### config.mk
export PLATFORM = sky130hd
export DESIGN_NAME = proc_sequencer
export DESIGN_NICKNAME = d
export VERILOG_FILES = /design/src/rtl/proc_defs_pkg.sv /design/src/rtl/proc_sequencer_opcode_decode.sv /design/src/rtl/proc_sequencer.sv
export SDC_FILE = /design/constraint.sdc
export NUM_CORES = 1
export LEC_CHECK = 0
export ABC_AREA = 1
export ABC_CLOCK_PERIOD_IN_PS = 3650
export CAP_MARGIN = 20
export CORE_MARGIN = 2
export CORE_UTILIZATION = 50
export CTS_BUF_LIST = sky130_fd_sc_hd__clkbuf_2 sky130_fd_sc_hd__clkbuf_4 sky130_fd_sc_hd__clkbuf_8
export CTS_CLUSTER_DIAMETER = 120
export DETAILED_ROUTE_END_ITERATION = 6
export PLACE_DENSITY = 0.89
export SLEW_MARGIN = 5
export SYNTH_ARGS = -nofsm -noshare
export SYNTH_HDL_FRONTEND = slang
export SYNTH_SLANG_ARGS = --single-unit
### constraint.sdc
create_clock -name CLK -period 3.65 [get_ports CLK]
set_clock_uncertainty 0.05 [all_clocks]
set_input_delay 0.5475 -clock CLK [delete_from_list [all_inputs] [get_ports CLK]]
set_output_delay 0.5475 -clock CLK [all_outputs]
set_load 0.01 [all_outputs]
### src/rtl/proc_defs_pkg.sv
// Shared processor definitions: sequencer state encoding, opcode constants,
// mux-select meanings and small arithmetic helpers.
package proc_defs;

  // Sequencer states, 3-bit encoding (value 7 is unused).
  typedef enum logic [2:0] {
    ST_IDLE      = 3'd0,
    ST_FETCH     = 3'd1,
    ST_DECODE    = 3'd2,
    ST_EXECUTE   = 3'd3,
    ST_WRITEBACK = 3'd4,
    ST_HALTED    = 3'd5,
    ST_FAULT     = 3'd6
  } state_t;

  // Opcode field values, taken from instruction bits [31:27].
  localparam logic [4:0] OP_AR   = 5'b00000;
  localparam logic [4:0] OP_T    = 5'b00001;
  localparam logic [4:0] OP_HALT = 5'b11111;

  // Write-register / write-data mux selects.
  localparam logic SEL_AR = 1'b0;
  localparam logic SEL_T  = 1'b1;

  // Increment that sticks at all-ones instead of wrapping.
  function automatic logic [31:0] sat_inc32(input logic [31:0] v);
    logic [31:0] r;
    if (v == 32'hFFFF_FFFF) begin
      r = v;
    end else begin
      r = v + 32'd1;
    end
    return r;
  endfunction

endpackage

### src/rtl/proc_sequencer_opcode_decode.sv
// Combinational opcode classifier: exactly one of the four outputs is high.
module opcode_decode
  import proc_defs::*;
(
  input  logic [4:0] opcode,
  output logic       is_ar,
  output logic       is_t,
  output logic       is_halt,
  output logic       is_illegal
);

  // Classify the opcode; anything not explicitly known is illegal.
  always_comb begin
    is_ar      = 1'b0;
    is_t       = 1'b0;
    is_halt    = 1'b0;
    is_illegal = 1'b0;
    case (opcode)
      OP_AR:   is_ar      = 1'b1;
      OP_T:    is_t       = 1'b1;
      OP_HALT: is_halt    = 1'b1;
      default: is_illegal = 1'b1;
    endcase
  end

endmodule

### src/rtl/proc_sequencer.sv
// Instruction sequencer: fetch/decode/execute/writeback FSM with PC,
// instruction register, fetch wait counter and retired-instruction counter.
module proc_sequencer
  import proc_defs::*;
#(
  parameter logic [31:0] PC_STEP      = 32'd1,
  parameter int unsigned IMEM_TIMEOUT = 15
) (
  input  logic        CLK,
  input  logic        RESET,
  input  logic [31:0] startPC,
  input  logic        start,
  input  logic        imem_ack,
  input  logic [31:0] instr_in,
  output logic        imem_req,
  output logic [31:0] pc_out,
  output logic [31:0] ir_out,
  output logic        regWrite,
  output logic        C_ART_reg,
  output logic        C_ART_data,
  output logic        halted,
  output logic        fault,
  output logic [31:0] instr_count
);

  // The wait counter only needs to hold 0 .. IMEM_TIMEOUT-1.
  localparam int unsigned       WAIT_W    = (IMEM_TIMEOUT > 1) ? $clog2(IMEM_TIMEOUT) : 1;
  localparam logic [WAIT_W-1:0] WAIT_LAST = WAIT_W'(IMEM_TIMEOUT - 1);

  state_t            state_q, state_d;
  logic [31:0]       pc_q, pc_d;
  logic [31:0]       ir_q, ir_d;
  logic [31:0]       cnt_q, cnt_d;
  logic [WAIT_W-1:0] wait_q, wait_d;

  logic is_ar, is_t, is_halt, is_illegal;
  logic instr_phase;

  opcode_decode u_opcode_decode (
    .opcode     (ir_q[31:27]),
    .is_ar      (is_ar),
    .is_t       (is_t),
    .is_halt    (is_halt),
    .is_illegal (is_illegal)
  );

  // Next-state and datapath update logic.
  always_comb begin
    state_d = state_q;
    pc_d    = pc_q;
    ir_d    = ir_q;
    cnt_d   = cnt_q;
    wait_d  = wait_q;
    case (state_q)
      ST_IDLE: begin
        if (start) begin
          state_d = ST_FETCH;
          wait_d  = '0;
        end else begin
          state_d = ST_IDLE;
        end
      end
      ST_FETCH: begin
        // An ack always wins, even on the last allowed wait cycle.
        if (imem_ack) begin
          ir_d    = instr_in;
          state_d = ST_DECODE;
        end else if (wait_q == WAIT_LAST) begin
          state_d = ST_FAULT;
        end else begin
          wait_d = wait_q + WAIT_W'(1);
        end
      end
      ST_DECODE: begin
        if (is_ar || is_t) begin
          state_d = ST_EXECUTE;
        end else if (is_halt) begin
          state_d = ST_HALTED;
        end else if (is_illegal) begin
          state_d = ST_FAULT;
        end else begin
          state_d = ST_FAULT;
        end
      end
      ST_EXECUTE: begin
        state_d = ST_WRITEBACK;
      end
      ST_WRITEBACK: begin
        pc_d    = pc_q + PC_STEP;
        cnt_d   = sat_inc32(cnt_q);
        wait_d  = '0;
        state_d = ST_FETCH;
      end
      ST_HALTED: begin
        state_d = ST_HALTED;
      end
      ST_FAULT: begin
        state_d = ST_FAULT;
      end
      default: begin
        state_d = ST_IDLE;
      end
    endcase
  end

  // State and datapath registers; reset overrides every transition.
  always_ff @(posedge CLK) begin
    if (RESET) begin
      state_q <= ST_IDLE;
      pc_q    <= startPC;
      ir_q    <= 32'd0;
      cnt_q   <= 32'd0;
      wait_q  <= '0;
    end else begin
      state_q <= state_d;
      pc_q    <= pc_d;
      ir_q    <= ir_d;
      cnt_q   <= cnt_d;
      wait_q  <= wait_d;
    end
  end

  // Status and strobe outputs; strobes are suppressed while RESET is high.
  always_comb begin
    instr_phase = (state_q == ST_DECODE) || (state_q == ST_EXECUTE) ||
                  (state_q == ST_WRITEBACK);
    imem_req    = (state_q == ST_FETCH) && !RESET;
    regWrite    = (state_q == ST_WRITEBACK) && !RESET;
    if (instr_phase && is_t) begin
      C_ART_reg  = SEL_T;
      C_ART_data = SEL_T;
    end else begin
      C_ART_reg  = SEL_AR;
      C_ART_data = SEL_AR;
    end
    halted      = (state_q == ST_HALTED);
    fault       = (state_q == ST_FAULT);
    pc_out      = pc_q;
    ir_out      = ir_q;
    instr_count = cnt_q;
  end

endmodule

; After elaboration in Yosys (flattened, before gate mapping)
; Cells that the tools add are included.
[totals]
inputBits = 68
register_bits = 103
output_inout_bits = 102
[classes]
n_reduce_logical = 14
bitwise = 1
eq_ne = 14
mux = 16
n_addsub = 3
[op_table]
columns = cell, n
row1 = 32-bit by 1-bit adder with 32-bit output (second input constant), 2
row2 = 32-bit 2-to-1 mux, 2
row3 = 32-bit == test (second input constant), 1
row4 = 3-bit one-hot mux with 7 select lines, 1
row5 = 4-bit 2-to-1 mux, 3
row6 = 4-bit one-hot mux with 3 select lines, 1
row7 = 3-bit == test (second input constant), 3
row8 = 3-bit 2-to-1 mux, 3
row9 = 3-bit by 2-bit == test with 1-bit output (second input constant), 2
row10 = 2-bit != test (second input constant), 3
row11 = 5-bit by 1-bit == test with 1-bit output (second input constant), 1
row12 = 5-bit == test (second input constant), 1
row13 = 5-bit zero test, 1
row14 = 1-bit 2-to-1 mux, 5
row15 = 4-bit by 1-bit adder with 4-bit output (second input constant), 1
row16 = 4-bit == test (second input constant), 1
row17 = 2-bit AND reduction, 2
row18 = 4-bit AND reduction, 1
row19 = 3-bit by 1-bit == test with 1-bit output (second input constant), 1
row20 = 1-bit logical AND, 3
row21 = 3-bit zero test, 1
row22 = 1-bit logical OR, 3
row23 = 3-bit != test (second input constant), 1
row24 = 3-bit nonzero test, 1
row25 = other kinds (4), 4

; Logic depth before layout (Yosys ltp)
; Gate-level depths: netlist of run 1.
[depth]
depth_word = 5
ltp_mapped = 11
depth_no_buf = 10

; Hierarchy
; From an unflattened synthesis of run 1, not the netlist that was laid out.
[hier_totals]
cells_unflattened = 862
area_unflattened_um2 = 5806.8
[by_module_without_submodules]
columns = module, n_inst, area_per_inst_um2, cells_per_inst
row1 = proc_sequencer, 1, 5741.8, 846
row2 = opcode_decode, 1, 65.1, 16

; Worst setup path after synthesis of run 1
; OpenSTA, ideal clock, no wires.
[synth_path]
path_type = reg2out
start = register state_q[1]
end = output C_ART_reg
required_time_ns = 3.053
stages_incl_launch_ff = 5
t_arrival_ns = 1.520
path_slack_ns = 1.532
n_path_buf = 1
path_cell_list = dfxtp_1 inv_1 nand2_1 a2111oi_0 buf_4
[synth_between]
elab_chain_len = 5
[synth_lines]
columns = item, line_no
row1 = start: declaration, proc_sequencer.sv:30  ; state_t state_q, state_d;
row2 = start signal: assignment, proc_sequencer.sv:115  ; state_q <= state_d;
row3 = 3-bit by 2-bit == test with 1-bit output, proc_sequencer.sv:125  ; instr_phase = (state_q == ST_DECODE) || (state_q == ST_EXECUTE) ||
row4 = 1-bit logical OR, proc_sequencer.sv:125
row5 = 1-bit logical OR *, proc_sequencer.sv:125
row6 = 1-bit logical AND *, proc_sequencer.sv:129  ; if (instr_phase && is_t) begin
row7 = 1-bit 2-to-1 mux *, --
row8 = end: declaration, proc_sequencer.sv:19  ; output logic C_ART_reg,
; Mark *: on every way between the ends. The rest lies on a longest branch, timed or not.

; Worst setup path after layout of run 1
[layout_path]
start = register state_q[0]
end = output C_ART_data
[layout_between]
elab_chain_len = 5
[layout_lines]
columns = item, line_no
row1 = 3-bit by 2-bit == test with 1-bit output, proc_sequencer.sv:125
row2 = 1-bit logical OR, proc_sequencer.sv:125
row3 = 1-bit logical OR *, proc_sequencer.sv:125
row4 = 1-bit logical AND *, proc_sequencer.sv:129
row5 = 1-bit 2-to-1 mux *, proc_sequencer.sv:129
row6 = end: declaration, proc_sequencer.sv:20  ; output logic C_ART_data,
; Marks and branches as above.

==> results of run 1 <==
-- state kept, by name, summed over array words and instances, names as in the netlist --
name,flops
wait_q,4
pc_out,32
state_q,3
instr_count,32
ir_out,32
-- logic make-up (layout without fill, tap and decap cells) --
family	after synthesis	in the layout	synth area share [%]
AND/OR/NAND/NOR	538	538	38.15
AO/OA/AOI/OAI	100	100	9.930
XOR/XNOR	28	28	4.159
adder cells (fa/ha/maj)	4	4	0.8488
buffers and inverters	86	249	6.514
flip-flops	103	103	40.40
-- path summary, 6_finish.rpt --
path,end,slack [ns],depth (start not counted)
min,ir_out[30],0.45,2
max reg2reg,pc_out[18],1.42,9
min reg2reg,ir_out[30],0.45,2
max,C_ART_data,0.53,4
-- where the power goes --
group | switching (W) | leakage [nW] | internal, W
Combinational | 0.000492 | 2.00 | 0.000409
Clock | 0.000465 | 0.0982 | 0.000270
Sequential | 0.000126 | 0.895 | 0.00135
-- routing by layer --
layer | routed length [um] | part of all wire (%) | vias to the layer above
met2 | 8116 | 48 | 223
met1 | 7259 | 43 | 2767
met4 | 527 | 3.1 | 0
li1 | - | - | 3051
met5 | 0 | 0 | -
met3 | 1011 | 6.0 | 37
-- through the flow --
stage	area, sq um	worst slack, ns	hold WS (ns)	util [%]
floorplan	5897	1.532	0.4160	-
global placement	7634	1.131	0.4278	66.57
detailed placement	7634	1.067	0.4359	66.57
CTS	7833	0.6197	0.4525	68.30
global route	7833	0.5160	0.4820	68.30
finish	7833	0.5280	0.4525	68.30
-- synth_stat cells --
cell type,n
a2111oi_0,1
a21boi_0,1
a21oi_1,21
a21oi_2,20
a31oi_1,3
buf_1,1
buf_12,3
buf_2,4
buf_4,2
clkbuf_1,16
clkinv_1,1
dfxtp_1,71
edfxtp_1,32
ha_1,4
inv_1,56
inv_2,3
nand2_1,274
nand2_2,16
nand2_4,3
nand3_1,40
nand3b_1,5
nand4_1,11
nor2_1,172
nor2_2,2
nor2_4,5
nor2_8,1
nor3_1,8
o21ai_0,54
or2_2,1
xnor2_1,10
xor2_1,18
-- worst max-delay path, cell delays in order, from the launching register on --
cell	delay, ns
dfxtp_1	0.35
inv_1	0.10
nand2_1	0.12
a2111oi_0	0.86
clkdlybuf4s50_1	0.69
-- final cells by class --
cell class / count / area (sq um)
clock buffer: 9 / 123.9
clock inverter: 7 / 75.07
fill: 969 / 3635
inverter: 60 / 225.2
multi-input combinational: 670 / 3131
sequential: 103 / 2382
tap: 143 / 178.9
timing repair buffer: 173 / 1717
-- cells in the final DEF, fill, tap and decap left out, types with 11 or more instances in the layout --
master / instances
a21oi_2: 20
nand3_1: 40
nand4_1: 11
nor2_1: 172
nand2_2: 16
inv_1: 56
clkdlybuf4s50_1: 168
dfxtp_1: 71
a21oi_1: 21
xor2_1: 18
nand2_1: 274
edfxtp_1: 32
o21ai_0: 54
==> impl_metrics.ini, run 1 <==
[routing]
drc = 0
drtPass1Iterations = 5
vias_per_cell = 5.217
wl_mm = 16.91
vias = 6078
drt_iter0_drc = 518
wire_per_inst_um = 14.52
drtAntennaViolNets = 0

[floorplan]
ios = 170
die-area_sq_um = 12680
core_area_sq_um = 11470
fp.dieH_um = 112.6
num_rows = 39
die_w_um = 112.6
initial_core_util_pct = 51.42

[cts]
cts_num_sinks = 103
cts_buffer_depth = 2
path_clk_slew_ns = 0.11
cts_tree = yes
cts_buffers = 9
cts_resized = 0
cts_hold_buf = 0
post-cts-setup-buffers = 0
clk_latency_ns = 0.39
htree_levels = 3
clockRootBuffer = clkbuf_8

[synthesis]
synth_cell_types = 31
synth_area_leaders = dfxtp_1 (24%), nand2_1 (17%), edfxtp_1 (16%)
ys_seq_area_share_pct = 40.40
syn_nets = 931
yosysWarnings = 0
synth_cells = 859
synth_area_per_cell_sq_um = 6.865
synth_top_area_cell = dfxtp_1
netlist_area_sq_um = 5897
synth_top_area_share_pct = 24.10
synth_seq_cells = 103

[timing]
setup_viol = 0
period_minus_slack_ns = 3.122
worst_pin_slew_ns = 0.9762
fmax_ghz = 0.3203
period_share_pct = 85.53
rsz0062_at_grt = no
slew_headroom_pct = 33.23
slew_viol_final = 0
fin_tns_setup_ns = 0
hold_viol_final = 0

[placed_design]
hpwl_mm = 12.59
gp_congestion = 0.9712
io_buffer_count = 169
numPlacedInstances = 1149

[hold_path]
hold_path.class = flop to flop
hold_start = ir_out[30]

[global_route]
grt_pass1_vias = 5568
antenna_found_initial = 0
grt-busiest-layer = met2
grtUsageMet1_pct = 34.11
grt_pass1_wl_mm = 27.04
overflow = 0
grt_max_degree = 57
met2_usage_pct = 42.75
grt_usage_pct = 26.11
use_met3_pct = 3.672

[layout]
syn_to_final_growth_pct = 32.82
diodes = 0
final_nets = 1089
final_cells = 1165
drive_gt1_share_pct = 7.143

[critical_path]
crit_required_ns = 3.05
start_kind = flop
worstSetupPathType = flop to primary output
arrival_ns = 2.52
r2r-start = pc_out[0]
end_kind = primary output
worstPathMaxFanout = 4
startpoint = state_q[0]

[power_and_ir_drop]
p_total_w = 0.003106
powerDensity_nw_per_um2 = 396.6
p_leak_nw = 2.996
vdd.ir_drop.worst_v = 0.0003879

[outcome]
outcome = finished clean

[run]
drv_cap = 0
Power figures use the tool's default switching activity.
==> inputs of run 2 (changes only) <==
Settings changed: ABC_CLOCK_PERIOD_IN_PS 3650 to unset.
==> results of run 2 <==
No change in the layout: final DEF, timing and power equal those of run 1.
